**src/rtl/alu_share_ctrl.sv**
```systemverilog
// alu_share_ctrl: two-requester round-robin controller time-sharing one
// external combinational 32-bit ALU. Operands and opcode are driven from
// registers; after ALU_LAT cycles the ALU result and flags are registered
// and returned to the winning requester over a valid/ready channel.
// Optional macro ALU_SHARE_OPCNT_EN adds ops_done (completed-response count)
// and grant_last (the requester served most recently).
module alu_share_ctrl #(
  parameter int unsigned ALU_LAT = 1,
  parameter int unsigned WIDTH   = 32
) (
  input  logic             clk,
  input  logic             rst,
  input  logic             req0_valid,
  output logic             req0_ready,
  input  logic [3:0]       req0_op,
  input  logic [WIDTH-1:0] req0_a,
  input  logic [WIDTH-1:0] req0_b,
  input  logic             req1_valid,
  output logic             req1_ready,
  input  logic [3:0]       req1_op,
  input  logic [WIDTH-1:0] req1_a,
  input  logic [WIDTH-1:0] req1_b,
  output logic             rsp0_valid,
  input  logic             rsp0_ready,
  output logic [WIDTH-1:0] rsp0_result,
  output logic [3:0]       rsp0_flags,
  output logic             rsp1_valid,
  input  logic             rsp1_ready,
  output logic [WIDTH-1:0] rsp1_result,
  output logic [3:0]       rsp1_flags,
  output logic [WIDTH-1:0] alu_in1,
  output logic [WIDTH-1:0] alu_in2,
  output logic [3:0]       alu_opcode,
  input  logic [WIDTH-1:0] alu_out,
  input  logic             alu_parity,
  input  logic             alu_zero,
  input  logic             alu_sign,
  input  logic             alu_carry
`ifdef ALU_SHARE_OPCNT_EN
  ,
  output logic [15:0]      ops_done,
  output logic             grant_last
`endif
);

  typedef enum logic [1:0] {
    IDLE = 2'd0,
    EXEC = 2'd1,
    RESP = 2'd2
  } state_t;

  localparam logic [3:0] LAT_INIT = 4'(ALU_LAT - 1);

  state_t     state, state_nxt;
  logic       last_grant;   // requester served most recently
  logic       owner;        // requester of the in-flight operation
  logic [3:0] lat_cnt;
  logic       grant0, grant1;
  logic       owner_rsp_ready;
  logic       accept, capture, complete;

  // Round-robin winner: a lone requester wins; on a tie the one not served last wins
  always_comb begin
    grant0          = req0_valid && (!req1_valid || last_grant);
    grant1          = req1_valid && (!req0_valid || !last_grant);
    owner_rsp_ready = owner ? rsp1_ready : rsp0_ready;
    accept          = (state == IDLE) && (grant0 || grant1);
    capture         = (state == EXEC) && (lat_cnt == 4'd0);
    complete        = (state == RESP) && owner_rsp_ready;
  end

  // State register
  always_ff @(posedge clk) begin
    // NOTE: sequential state uses <= so every flop samples pre-edge values.
    if (rst) state <= IDLE;
    else     state <= state_nxt;
  end

  // Next-state and request-ready decode
  always_comb begin
    // NOTE: defaults first so no path through the case leaves a latch.
    state_nxt  = state;
    req0_ready = 1'b0;
    req1_ready = 1'b0;
    case (state)
      IDLE: begin
        req0_ready = grant0 && !rst;
        req1_ready = grant1 && !rst;
        if (grant0 || grant1) state_nxt = EXEC;
      end
      EXEC:    if (lat_cnt == 4'd0) state_nxt = RESP;
      RESP:    if (owner_rsp_ready) state_nxt = IDLE;
      default: state_nxt = IDLE;
    endcase
  end

  // Operand capture, latency countdown, result registers and round-robin pointer
  always_ff @(posedge clk) begin
    if (rst) begin
      last_grant  <= 1'b1;
      owner       <= 1'b0;
      lat_cnt     <= 4'd0;
      alu_in1     <= '0;
      alu_in2     <= '0;
      alu_opcode  <= 4'd0;
      rsp0_valid  <= 1'b0;
      rsp0_result <= '0;
      rsp0_flags  <= 4'd0;
      rsp1_valid  <= 1'b0;
      rsp1_result <= '0;
      rsp1_flags  <= 4'd0;
    end else begin
      if (accept) begin
        owner      <= grant1;
        alu_opcode <= grant1 ? req1_op : req0_op;
        alu_in1    <= grant1 ? req1_a  : req0_a;
        alu_in2    <= grant1 ? req1_b  : req0_b;
        lat_cnt    <= LAT_INIT;
      end else if ((state == EXEC) && (lat_cnt != 4'd0)) begin
        lat_cnt <= lat_cnt - 4'd1;
      end

      if (capture) begin
        if (owner) begin
          rsp1_valid  <= 1'b1;
          rsp1_result <= alu_out;
          rsp1_flags  <= {alu_carry, alu_sign, alu_zero, alu_parity};
        end else begin
          rsp0_valid  <= 1'b1;
          rsp0_result <= alu_out;
          rsp0_flags  <= {alu_carry, alu_sign, alu_zero, alu_parity};
        end
      end

      if (complete) begin
        last_grant <= owner;
        if (owner) rsp1_valid <= 1'b0;
        else       rsp0_valid <= 1'b0;
      end
    end
  end

`ifdef ALU_SHARE_OPCNT_EN
  // Count completed response handshakes, wrapping at 16 bits
  always_ff @(posedge clk) begin
    if (rst)           ops_done <= 16'd0;
    else if (complete) ops_done <= ops_done + 16'd1;
  end

  assign grant_last = last_grant;
`endif

endmodule

```
**config.mk**
```make
export PLATFORM = sky130hd
export DESIGN_NAME = alu_share_ctrl
export DESIGN_NICKNAME = d
export VERILOG_FILES = /design/src/rtl/alu_share_ctrl.sv
export SDC_FILE = /design/constraint.sdc
export NUM_CORES = 1
export LEC_CHECK = 0
export BUFFER_PORTS_ARGS = -buffer_cell sky130_fd_sc_hd__buf_2
export CAP_MARGIN = 20
export CORE_AREA = 2 2 126 128
export CTS_CLUSTER_DIAMETER = 40
export DETAILED_ROUTE_END_ITERATION = 7
export DIE_AREA = 0 0 128 130
export PLACE_DENSITY_LB_ADDON = 0.1
export REMOVE_ABC_BUFFERS = 1
export SLEW_MARGIN = 25
export SYNTH_ARGS = -nofsm -noshare
export SYNTH_HDL_FRONTEND = slang
export SYNTH_SLANG_ARGS = --single-unit
```
**constraint.sdc**
```tcl
create_clock -name clk -period 2.01 [get_ports clk]
set_input_delay 0.3015 -clock clk [delete_from_list [all_inputs] [get_ports clk]]
set_output_delay 0.3015 -clock clk [all_outputs]
set_load 0.03 [all_outputs]
```
==> out/metrics.json <==
{
  "run_status": {"value": "complete, no violations"},
  "synth-warning-count": {"value": 0},
  "layout_worst_path_cycle_share": {"value": 92.2, "unit": "%"},
  "core": {"value": 15400, "unit": "um^2"},
  "synth.avg_cell_area": {"value": 10.7, "unit": "um^2"},
  "filler_cell_count": {"value": 1440},
  "detailed_place.area": {"value": 7770, "unit": "um^2"},
  "worst_setup_path_start_kind": {"value": "flop"},
  "path_max_fanout": {"value": 7},
  "placement.io_buffers": {"value": 321},
  "synthToLayoutAreaGrowth": {"value": 40.3, "unit": "%"},
  "drt-total-wl": {"value": 16400, "unit": "um"},
  "clk-insertion-delay-late": {"value": 420, "unit": "ps"},
  "boundaryPins": {"value": 322},
  "syn-cell-area": {"value": 5960, "unit": "um^2"},
  "layout.cells.most_common": {"value": "sky130_fd_sc_hd__buf_2"},
  "grt_util_all_layers": {"value": 19.0, "unit": "%"},
  "max_capacitance_violation_count": {"value": 0},
  "vias_per_cell": {"value": 4.88},
  "hold_viol_final": {"value": 0},
  "clkSinkCount": {"value": 150},
  "worstPathCellList": {"value": "nor3_1, and2_1, buf_2"},
  "gr_ovfl_total": {"value": 0},
  "final_cell_count_no_fill": {"value": 1075},
  "power.static_leakage": {"value": 0.00412, "unit": "uW"},
  "grt_max_degree": {"value": 86},
  "first_global_vias": {"value": 5055},
  "cts_tree": {"value": "built"},
  "yosysSeqAreaShare": {"value": 50.4, "unit": "%"},
  "postRouteAntennaNets": {"value": 0},
  "ctsHtreeMaxLevel": {"value": 4},
  "syn_inst": {"value": 558},
  "postLayoutCellArea": {"value": 8360, "unit": "um^2"},
  "numCtsBuffers": {"value": 17},
  "powerDensity": {"value": 961, "unit": "nW/um^2"},
  "post-route-util": {"value": 54.2, "unit": "%"},
  "die_height": {"value": 130, "unit": "um"},
  "crit_path_max_delay_cell_type": {"value": "sky130_fd_sc_hd__dfxtp_1"},
  "floorplan.initialDensity": {"value": 38.6, "unit": "%"},
  "hpwlAfterDp": {"value": 12200, "unit": "um"},
  "gp_congestion": {"value": 0.750},
  "r2r_end": {"value": "rsp1_result[30]"},
  "layout.cells.most_common_list": {"value": "sky130_fd_sc_hd__buf_2, sky130_fd_sc_hd__dfxtp_1, sky130_fd_sc_hd__mux2i_1"},
  "post_cts_buffers": {"value": 0},
  "critical_path.reg2reg.startpoint": {"value": "lat_cnt[0]"},
  "wire_per_inst": {"value": 15.3, "unit": "um"},
  "fin_crit": {"value": 1850, "unit": "ps"},
  "post_cts_hold_buffer_count": {"value": 0},
  "rsz0062_at_grt": {"value": "no"},
  "detailroute.via_count": {"value": 5247},
  "multi_input_logic_area": {"value": 2750, "unit": "um^2"},
  "cts_resized": {"value": 0},
  "slew-limit-headroom": {"value": 56.2, "unit": "%"},
  "cts.reportedPaths.clkPinSlew": {"value": 60, "unit": "ps"},
  "hold_class": {"value": "in -> reg"},
  "drc": {"value": 0},
  "crit_path_start": {"value": "state[1]"},
  "tightest_slew": {"value": 656, "unit": "ps"},
  "placement_rows": {"value": 46},
  "die-width": {"value": 128, "unit": "um"},
  "hold_slack": {"value": 137, "unit": "ps"},
  "crit_required": {"value": 1710, "unit": "ps"},
  "worst_ir_drop_vdd": {"value": 560, "unit": "uV"},
  "regArea": {"value": 3000, "unit": "um^2"},
  "placed_cells_incl_taps": {"value": 1040},
  "ys_ff_latch": {"value": 150},
  "report.final.setup_viol": {"value": 0},
  "final-max-slew-violation-count": {"value": 0},
  "antenna_found_initial": {"value": 2},
  "endpoint_kind": {"value": "output pin"},
  "final.setup_skew": {"value": 8.46, "unit": "ps"},
  "critical_path.max_stage_delay": {"value": 370, "unit": "ps"},
  "hold_start": {"value": "rsp1_ready"},
  "crit_path_class": {"value": "reg -> out"},
  "max_freq": {"value": 540, "unit": "MHz"},
  "cts_root_buffer": {"value": "sky130_fd_sc_hd__clkbuf_16"},
  "drt-pass1-iter-count": {"value": 5},
  "min_delay_path_depth": {"value": 2},
  "tns_setup": {"value": 0, "unit": "ps"},
  "grt_first_pass_wirelength": {"value": 24800, "unit": "um"},
  "worst_r2r_path_depth": {"value": 5},
  "design.die.area": {"value": 16600, "unit": "um^2"},
  "initialDrtViolationCount": {"value": 167},
  "clk_path_buf_depth": {"value": 2},
  "yosys.cell_types.count": {"value": 36},
  "finalNetCount": {"value": 1046},
  "worst-r2r-setup-slack": {"value": 350, "unit": "ps"},
  "final_layout_size_suffix_gt1_share": {"value": 42.5, "unit": "%"},
  "critical_path_arrival": {"value": 1550, "unit": "ps"}
}
-- sequential cells by signal, summed over array words and instances (netlist names), named ones only --
| register | cells |
|---|---|
| last_grant | 1 |
| rsp0_flags | 4 |
| alu_in1 | 32 |
| state | 2 |
| alu_in2 | 32 |
| owner | 1 |
| rsp0_result | 32 |
| rsp1_flags | 4 |
| rsp1_result | 32 |
| lat_cnt | 4 |
| alu_opcode | 4 |
-- per-stage QoR --
step,worst slack (ps),total power [uW]
4_1_cts,117,8150
2_1_floorplan,-6520,4490
3_3_place_gp,417,4980
5_1_grt,66.2,8400
6_report,157,8030
3_5_place_dp,360,5010
-- critical path, delay by kind of cell (launching register included) --
family	cells	cell delay (ps)
simple gates	2	550
buf+inv	1	210
flops	1	370
-- area by class of cell --
class                      instances  area share [%]
clock inverter                    12            1.38
tap                              192            2.87
antenna                            3          0.0898
multi-input combinational        361            32.8
sequential                       150            35.9
inverter                           5           0.224
timing repair buffer             332            21.1
clock buffer                      20            5.58
-- Yosys cell counts (all sizes together) --
cell type | number | area share [%]
clkbuf | 17 | 1.1
nand2b | 1 | 0.11
nor3 | 2 | 0.17
dfxtp | 150 | 50
nand3b | 1 | 0.13
o21ai | 5 | 0.42
mux2i | 141 | 24
o2bb2ai | 68 | 10
or2 | 1 | 0.11
o221a | 1 | 0.19
and2b | 2 | 0.25
a21o | 1 | 0.13
buf | 25 | 2.5
nand2 | 110 | 7.0
and2 | 2 | 0.21
a2bb2oi | 2 | 0.29
and3 | 1 | 0.11
or2b | 1 | 0.19
ha | 1 | 0.21
a21oi | 4 | 0.40
a311oi | 1 | 0.15
and4bb | 1 | 0.21
nor3b | 1 | 0.13
o311a | 1 | 0.17
or3 | 3 | 0.32
nand4bb | 1 | 0.19
inv | 5 | 0.32
a21boi | 4 | 0.50
or4 | 2 | 0.25
nor2 | 3 | 0.19
-- cell families (layout without fill, tap and decap cells) --
group	after synthesis	after routing	synth area share [%]
simple gates	132	132	9.51
compound gates	87	87	12.2
other cells	0	3	0
mux	141	141	23.7
fa+ha+maj	1	1	0.210
buf+inv	47	369	3.95
flops	150	150	50.4
-- routing by layer --
metal / part of all wire (%) / track usage, % / wire, um
met1: 41 / 21.4 / 6660
met2: 47 / 31.5 / 7790
met3: 9.1 / 8.00 / 1500
met4: 2.9 / 8.47 / 485
met5: 0 / 0 / 0
-- worst max path at each step --
stage / depth (start not counted) / slack, ps / end
after floorplan: 2 / -6520 / req1_ready
after global placement: 5 / 420 / rsp1_result[17]
after detailed placement: 5 / 360 / rsp1_result[17]
after CTS: 3 / 120 / req1_ready
after global routing: 3 / 70 / req0_ready
final: 3 / 160 / req1_ready
-- power breakdown --
group | internal [uW] | switching [uW]
sequential | 3220 | 128
combinational | 590 | 1000
clock | 1820 | 1280
(Power assumes the default switching activity.)
